File: src/rtl/dcache_stall_ctrl.sv
// Direct-mapped, write-back, write-allocate L1 data cache controller.
// Serves MEM-stage loads/stores from local line storage and stalls the
// pipeline while a dirty victim is written back and the line is refilled.
module dcache_stall_ctrl #(
    parameter int unsigned SETS   = 16,
    parameter int unsigned LINE_W = 256
) (
    input  logic              clk_i,
    input  logic              rst_i,
    input  logic [31:0]       cpu_addr_i,
    input  logic [31:0]       cpu_data_i,
    input  logic              cpu_MemRead_i,
    input  logic              cpu_MemWrite_i,
    output logic [31:0]       cpu_data_o,
    output logic              cpu_stall_o,
    output logic              mem_enable_o,
    output logic              mem_write_o,
    output logic [31:0]       mem_addr_o,
    output logic [LINE_W-1:0] mem_data_o,
    input  logic [LINE_W-1:0] mem_data_i,
    input  logic              mem_ack_i
);

    localparam int unsigned INDEX_W  = $clog2(SETS);
    localparam int unsigned OFFSET_W = 5;
    localparam int unsigned TAG_W    = 32 - INDEX_W - OFFSET_W;

    typedef enum logic [1:0] {
        StIdle,
        StWriteback,
        StRefill,
        StRefillDone
    } state_e;

    state_e state_q, state_d;

    // Line storage; only valid/dirty are reset.
    logic              valid_q [SETS];
    logic              dirty_q [SETS];
    logic [TAG_W-1:0]  tag_q   [SETS];
    logic [LINE_W-1:0] data_q  [SETS];

    logic [TAG_W-1:0]   addr_tag;
    logic [INDEX_W-1:0] addr_idx;
    logic [2:0]         addr_word;
    logic               unused_addr;

    logic               req;
    logic               is_store;
    logic               hit;
    logic [TAG_W-1:0]   line_tag;
    logic [LINE_W-1:0]  line_data;
    logic [31:0]        rd_word;
    logic [LINE_W-1:0]  store_line;
    logic               store_we;
    logic               refill_we;

    assign addr_tag    = cpu_addr_i[31 -: TAG_W];
    assign addr_idx    = cpu_addr_i[OFFSET_W +: INDEX_W];
    assign addr_word   = cpu_addr_i[4:2];
    assign unused_addr = ^cpu_addr_i[1:0];

    // A simultaneous read and write is handled as a store.
    assign req       = cpu_MemRead_i | cpu_MemWrite_i;
    assign is_store  = cpu_MemWrite_i;

    assign line_tag  = tag_q[addr_idx];
    assign line_data = data_q[addr_idx];
    assign hit       = valid_q[addr_idx] && (line_tag == addr_tag);
    assign rd_word   = line_data[{addr_word, 5'b0} +: 32];

    // Current line with the addressed word replaced by store data.
    always_comb begin
        store_line = line_data;
        store_line[{addr_word, 5'b0} +: 32] = cpu_data_i;
    end

    // Next-state and output decode; every output defaults to idle values.
    always_comb begin
        state_d      = state_q;
        cpu_stall_o  = 1'b0;
        cpu_data_o   = '0;
        mem_enable_o = 1'b0;
        mem_write_o  = 1'b0;
        mem_addr_o   = '0;
        mem_data_o   = '0;
        store_we     = 1'b0;
        refill_we    = 1'b0;
        case (state_q)
            StIdle: begin
                if (req) begin
                    if (hit) begin
                        if (is_store) begin
                            store_we = 1'b1;
                        end else begin
                            cpu_data_o = rd_word;
                        end
                    end else begin
                        cpu_stall_o = 1'b1;
                        if (valid_q[addr_idx] && dirty_q[addr_idx]) begin
                            state_d = StWriteback;
                        end else begin
                            state_d = StRefill;
                        end
                    end
                end
            end
            StWriteback: begin
                cpu_stall_o  = 1'b1;
                mem_enable_o = 1'b1;
                mem_write_o  = 1'b1;
                mem_addr_o   = {line_tag, addr_idx, {OFFSET_W{1'b0}}};
                mem_data_o   = line_data;
                if (mem_ack_i) begin
                    state_d = StRefill;
                end
            end
            StRefill: begin
                cpu_stall_o  = 1'b1;
                mem_enable_o = 1'b1;
                mem_addr_o   = {addr_tag, addr_idx, {OFFSET_W{1'b0}}};
                if (mem_ack_i) begin
                    refill_we = 1'b1;
                    state_d   = StRefillDone;
                end
            end
            StRefillDone: begin
                // One bubble so the access is re-evaluated as a hit in idle.
                cpu_stall_o = 1'b1;
                state_d     = StIdle;
            end
            default: begin
                cpu_stall_o = 1'b1;
                state_d     = StIdle;
            end
        endcase
    end

    // State register.
    always_ff @(posedge clk_i) begin
        if (rst_i) begin
            state_q <= StIdle;
        end else begin
            state_q <= state_d;
        end
    end

    // Valid/dirty bookkeeping; reset invalidates the whole cache.
    always_ff @(posedge clk_i) begin
        if (rst_i) begin
            for (int i = 0; i < int'(SETS); i++) begin
                valid_q[i] <= 1'b0;
                dirty_q[i] <= 1'b0;
            end
        end else if (refill_we) begin
            valid_q[addr_idx] <= 1'b1;
            dirty_q[addr_idx] <= 1'b0;
        end else if (store_we) begin
            dirty_q[addr_idx] <= 1'b1;
        end
    end

    // Tag and data arrays, written by refill or store hit.
    always_ff @(posedge clk_i) begin
        if (!rst_i) begin
            if (refill_we) begin
                tag_q[addr_idx]  <= addr_tag;
                data_q[addr_idx] <= mem_data_i;
            end else if (store_we) begin
                data_q[addr_idx] <= store_line;
            end
        end
    end

endmodule

File: config.mk
export PLATFORM = sky130hd
export DESIGN_NAME = dcache_stall_ctrl
export DESIGN_NICKNAME = d
export VERILOG_FILES = /design/src/rtl/dcache_stall_ctrl.sv
export SDC_FILE = /design/constraint.sdc
export NUM_CORES = 2
export LEC_CHECK = 0
export CAP_MARGIN = 10
export CORE_ASPECT_RATIO = 2
export CORE_MARGIN = 3
export CORE_UTILIZATION = 25
export CTS_CLUSTER_DIAMETER = 60
export CTS_CLUSTER_SIZE = 14
export DETAILED_ROUTE_END_ITERATION = 7
export GPL_TIMING_DRIVEN = 0
export HOLD_SLACK_MARGIN = 0.08
export SLEW_MARGIN = 10
export SYNTH_ARGS = -nofsm -noshare
export SYNTH_HDL_FRONTEND = slang
export SYNTH_MEMORY_MAX_BITS = 65536
export SYNTH_SLANG_ARGS = --single-unit
export TNS_END_PERCENT = 30
File: constraint.sdc
create_clock -name clk_i -period 35.4 [get_ports clk_i]
set_clock_uncertainty 0.05 [all_clocks]
set_input_delay 7.08 -clock clk_i [delete_from_list [all_inputs] [get_ports clk_i]]
set_output_delay 7.08 -clock clk_i [all_outputs]
set_load 0.01 [all_outputs]
==> flow_metrics.py <==
metrics = {
    "run_status": {
        "status": "finished with violations",
        "violations": "capacitance limit, slew limit",
    },
    "yosys": {
        "async_flop_share_pct": 0,
        "synth_area_leader_cell": "edfxtp_1",
        "synthCells": 8503,
        "yosysWarnings": 0,
        "synth-seq-area-share_pct": 74.8,
        "synthFlopType": "edfxtp_1",
        "synth-seq-cells": 4498,
        "synth_top_area_share_pct": 74.6,
        "synth_enable_flop_cells": 4480,
        "ys_types": 74,
        "syn_area_um2": 180000,
        "synth_area_leaders": "edfxtp_1 (75%), mux4_2 (17%), nand2_1 (1.0%)",
        "avgSynthCellArea_um2": 21.2,
    },
    "detailed_routing": {
        "dr_total_vias": 105141,
        "routed_wl_um": 725000,
        "drt_iter0_markers": 18069,
        "vias_per_cell": 5.31,
        "drc": 0,
        "drtAntennaViolNets": 0,
        "drt_pass1_iterations": 8,
        "route.detailed.wl_per_inst_um": 36.7,
    },
    "sta": {
        "worst_hold_slack_ns": 0.427,
        "finalWorstSetupSlack_ns": 14.24,
        "final_max_slew_viol_count": 9,
        "hold_viol_final": 0,
        "fin_crit_ns": 21.16,
        "tns_ns": 0,
        "period_share_pct": 59.8,
        "slew_headroom_pct": -4.15,
        "setup_viol": 0,
        "max_freq_mhz": 47.3,
        "tightestPinTransition_ns": 1.56,
        "rsz0062_at_grt": "false",
    },
    "final_layout": {
        "final_common_cell": "edfxtp_1",
        "fin_nets": 10445,
        "utilization_pct": 30.3,
        "area_growth_pct": 20.6,
        "final_cell_mix": "edfxtp_1 (4480), mux4_2 (1400), clkdlybuf4s50_1 (632), nand2_1 (491), clkbuf_16 (378)",
        "post_route_cells_drive_above_1_share_pct": 27.4,
    },
    "worst_hold_path": {
        "hold_path.class": "register to register",
    },
    "grt": {
        "grt_busiest_layer": "met2",
        "grt_pass1_vias": 99870,
        "grt_remaining_overflow": 0,
        "grt_use_met2_pct": 28.3,
        "grt_use_met3_pct": 8.52,
        "antenna_found_initial": 183,
        "gr-usage-all-layers_pct": 19.2,
        "grt_max_degree": 24,
        "met1_usage_pct": 23.7,
        "grt_pass1_wl_um": 944000,
    },
    "clocking": {
        "cts_tree": "done",
        "cts_buffer_depth": 4,
        "cts_root_buffer": "clkbuf_16",
        "htree_num_levels": 5,
        "clkSinkCount": 4498,
        "clk_pin_slew_ns": 0.07,
        "cts_hold_buf": 0,
        "cts_resized": 0,
        "cts_setup_buffers": 0,
        "insertion_delay_ns": 1.03,
        "numCtsBuffers": 368,
    },
    "floorplan": {
        "die_y_um": 1210,
        "core_area_um2": 718000,
        "row_count": 440,
        "initial_core_util_pct": 25.1,
        "num_io_pins": 648,
        "die_area_um2": 732000,
        "die_w_um": 606,
    },
    "setup_path": {
        "worstRegToRegCells": 20,
        "r2r_end": "data_q[3][23]",
        "crit_required_ns": 28.27,
        "critical_path_class": "input pin to output port",
        "startpoint": "cpu_addr_i[12]",
        "arrival_ns": 14.03,
        "r2r_start": "tag_q[2][12]",
        "critPathCaptureType": "output port",
        "worstSetupStartpointType": "input pin",
        "rrSetupSlack_ns": 28.53,
        "crit_path_max_fanout": 17,
        "cp-endpoint": "cpu_data_o[2]",
    },
    "placement": {
        "dp_worst_setup_slack_ns": 14.32,
        "port_buffers": 635,
        "place.gp.congestion": 0.976,
        "dp_hpwl_um": 556000,
    },
    "power": {
        "power_density_nw_per_um2": 50.5,
        "leakagePower_uw": 0.0674,
        "ir_drop_v": 0.0000453,
    },
    "flow_run": {
        "drv_cap": 2,
    },
}
-- through the flow --
step	total power (uW)	instance area (um^2)	std cells
finish	11000	217000	19783
global route	11200	217000	19694
CTS	11000	217000	19676
detailed placement	7240	207000	19233
global placement	7240	199000	18645
floorplan	6550	180000	8507
-- metal layers --
metal  vias to the layer above  share of wire (%)
met5                         -              0.076
met4                        82                6.2
met3                      1530                 16
met2                      9025                 43
met1                     55986                 34
li1                      38518                  -
-- worst min-delay path by stage --
stage                 from  depth (start not counted)  slack (ns)           to
2_1_floorplan  valid_q[10]                          2        0.40  valid_q[10]
3_3_place_gp   valid_q[12]                          2        0.41  valid_q[12]
3_5_place_dp    valid_q[9]                          2        0.41   valid_q[9]
4_1_cts         valid_q[9]                          2        0.42   valid_q[9]
5_1_grt         valid_q[0]                          2        0.44   valid_q[0]
6_report       valid_q[10]                          2        0.43  valid_q[10]
-- Yosys cell counts, types with 8 or more instances --
cell type,instances
ha_1,9
o22ai_1,27
o21ai_1,211
edfxtp_1,4480
nor2b_1,32
dfxtp_1,18
a31o_2,16
buf_6,24
nor3_1,31
a22o_1,8
buf_1,110
nand2_1,491
a21oi_1,255
a221oi_1,12
xnor2_1,12
mux2_2,23
buf_4,21
mux2i_1,151
nor3_2,21
o21ai_0,63
buf_2,139
clkbuf_1,245
nor2_1,264
nand3_1,19
a22oi_1,34
and2_1,266
mux4_2,1400
inv_1,29
-- layout make-up --
class | count | area, um^2
fillers | 69489 | 501000
flip-flops and latches | 4498 | 135000
multi-input cells | 3439 | 43100
repair buffers | 1234 | 14400
well taps | 9503 | 11900
clock buffers | 402 | 9550
plain buffers | 539 | 2560
clock inverters | 41 | 552
diodes | 96 | 240
inverters | 31 | 116
-- state kept, by name, summed over array words and instances, names as in the netlist --
name and count:
data_q 4096, valid_q 16, state_q 2, tag_q 368, dirty_q 16
-- worst max-delay path: stages --
cell             delay, ns
clkdlybuf4s50_1       0.97
buf_1                 0.52
nor3_1                0.16
nor4_1                0.65
nand3_1               0.15
a222oi_1              0.50
nand4_1               0.31
nand4b_1              0.67
buf_8                 0.39
clkbuf_1              0.45
a21oi_1               1.34
clkdlybuf4s50_1       0.78
-- cells by family after synthesis --
logic type | after synthesis | share of synthesized area, %
flops | 4498 | 74.8
mux | 1574 | 18.5
simple gates | 1156 | 3.00
compound gates | 676 | 2.12
buf+inv | 570 | 1.43
xor+xnor | 19 | 0.0923
fa+ha+maj | 9 | 0.0625
other cells | 1 | 0.00208
-- power by group --
group / switching (uW) / leakage, uW / internal (uW)
clock network: 1890 / 0.00493 / 1920
logic: 836 / 0.0221 / 425
registers: 7.70 / 0.0404 / 5890
No activity file was read; power rests on OpenSTA's default activity.
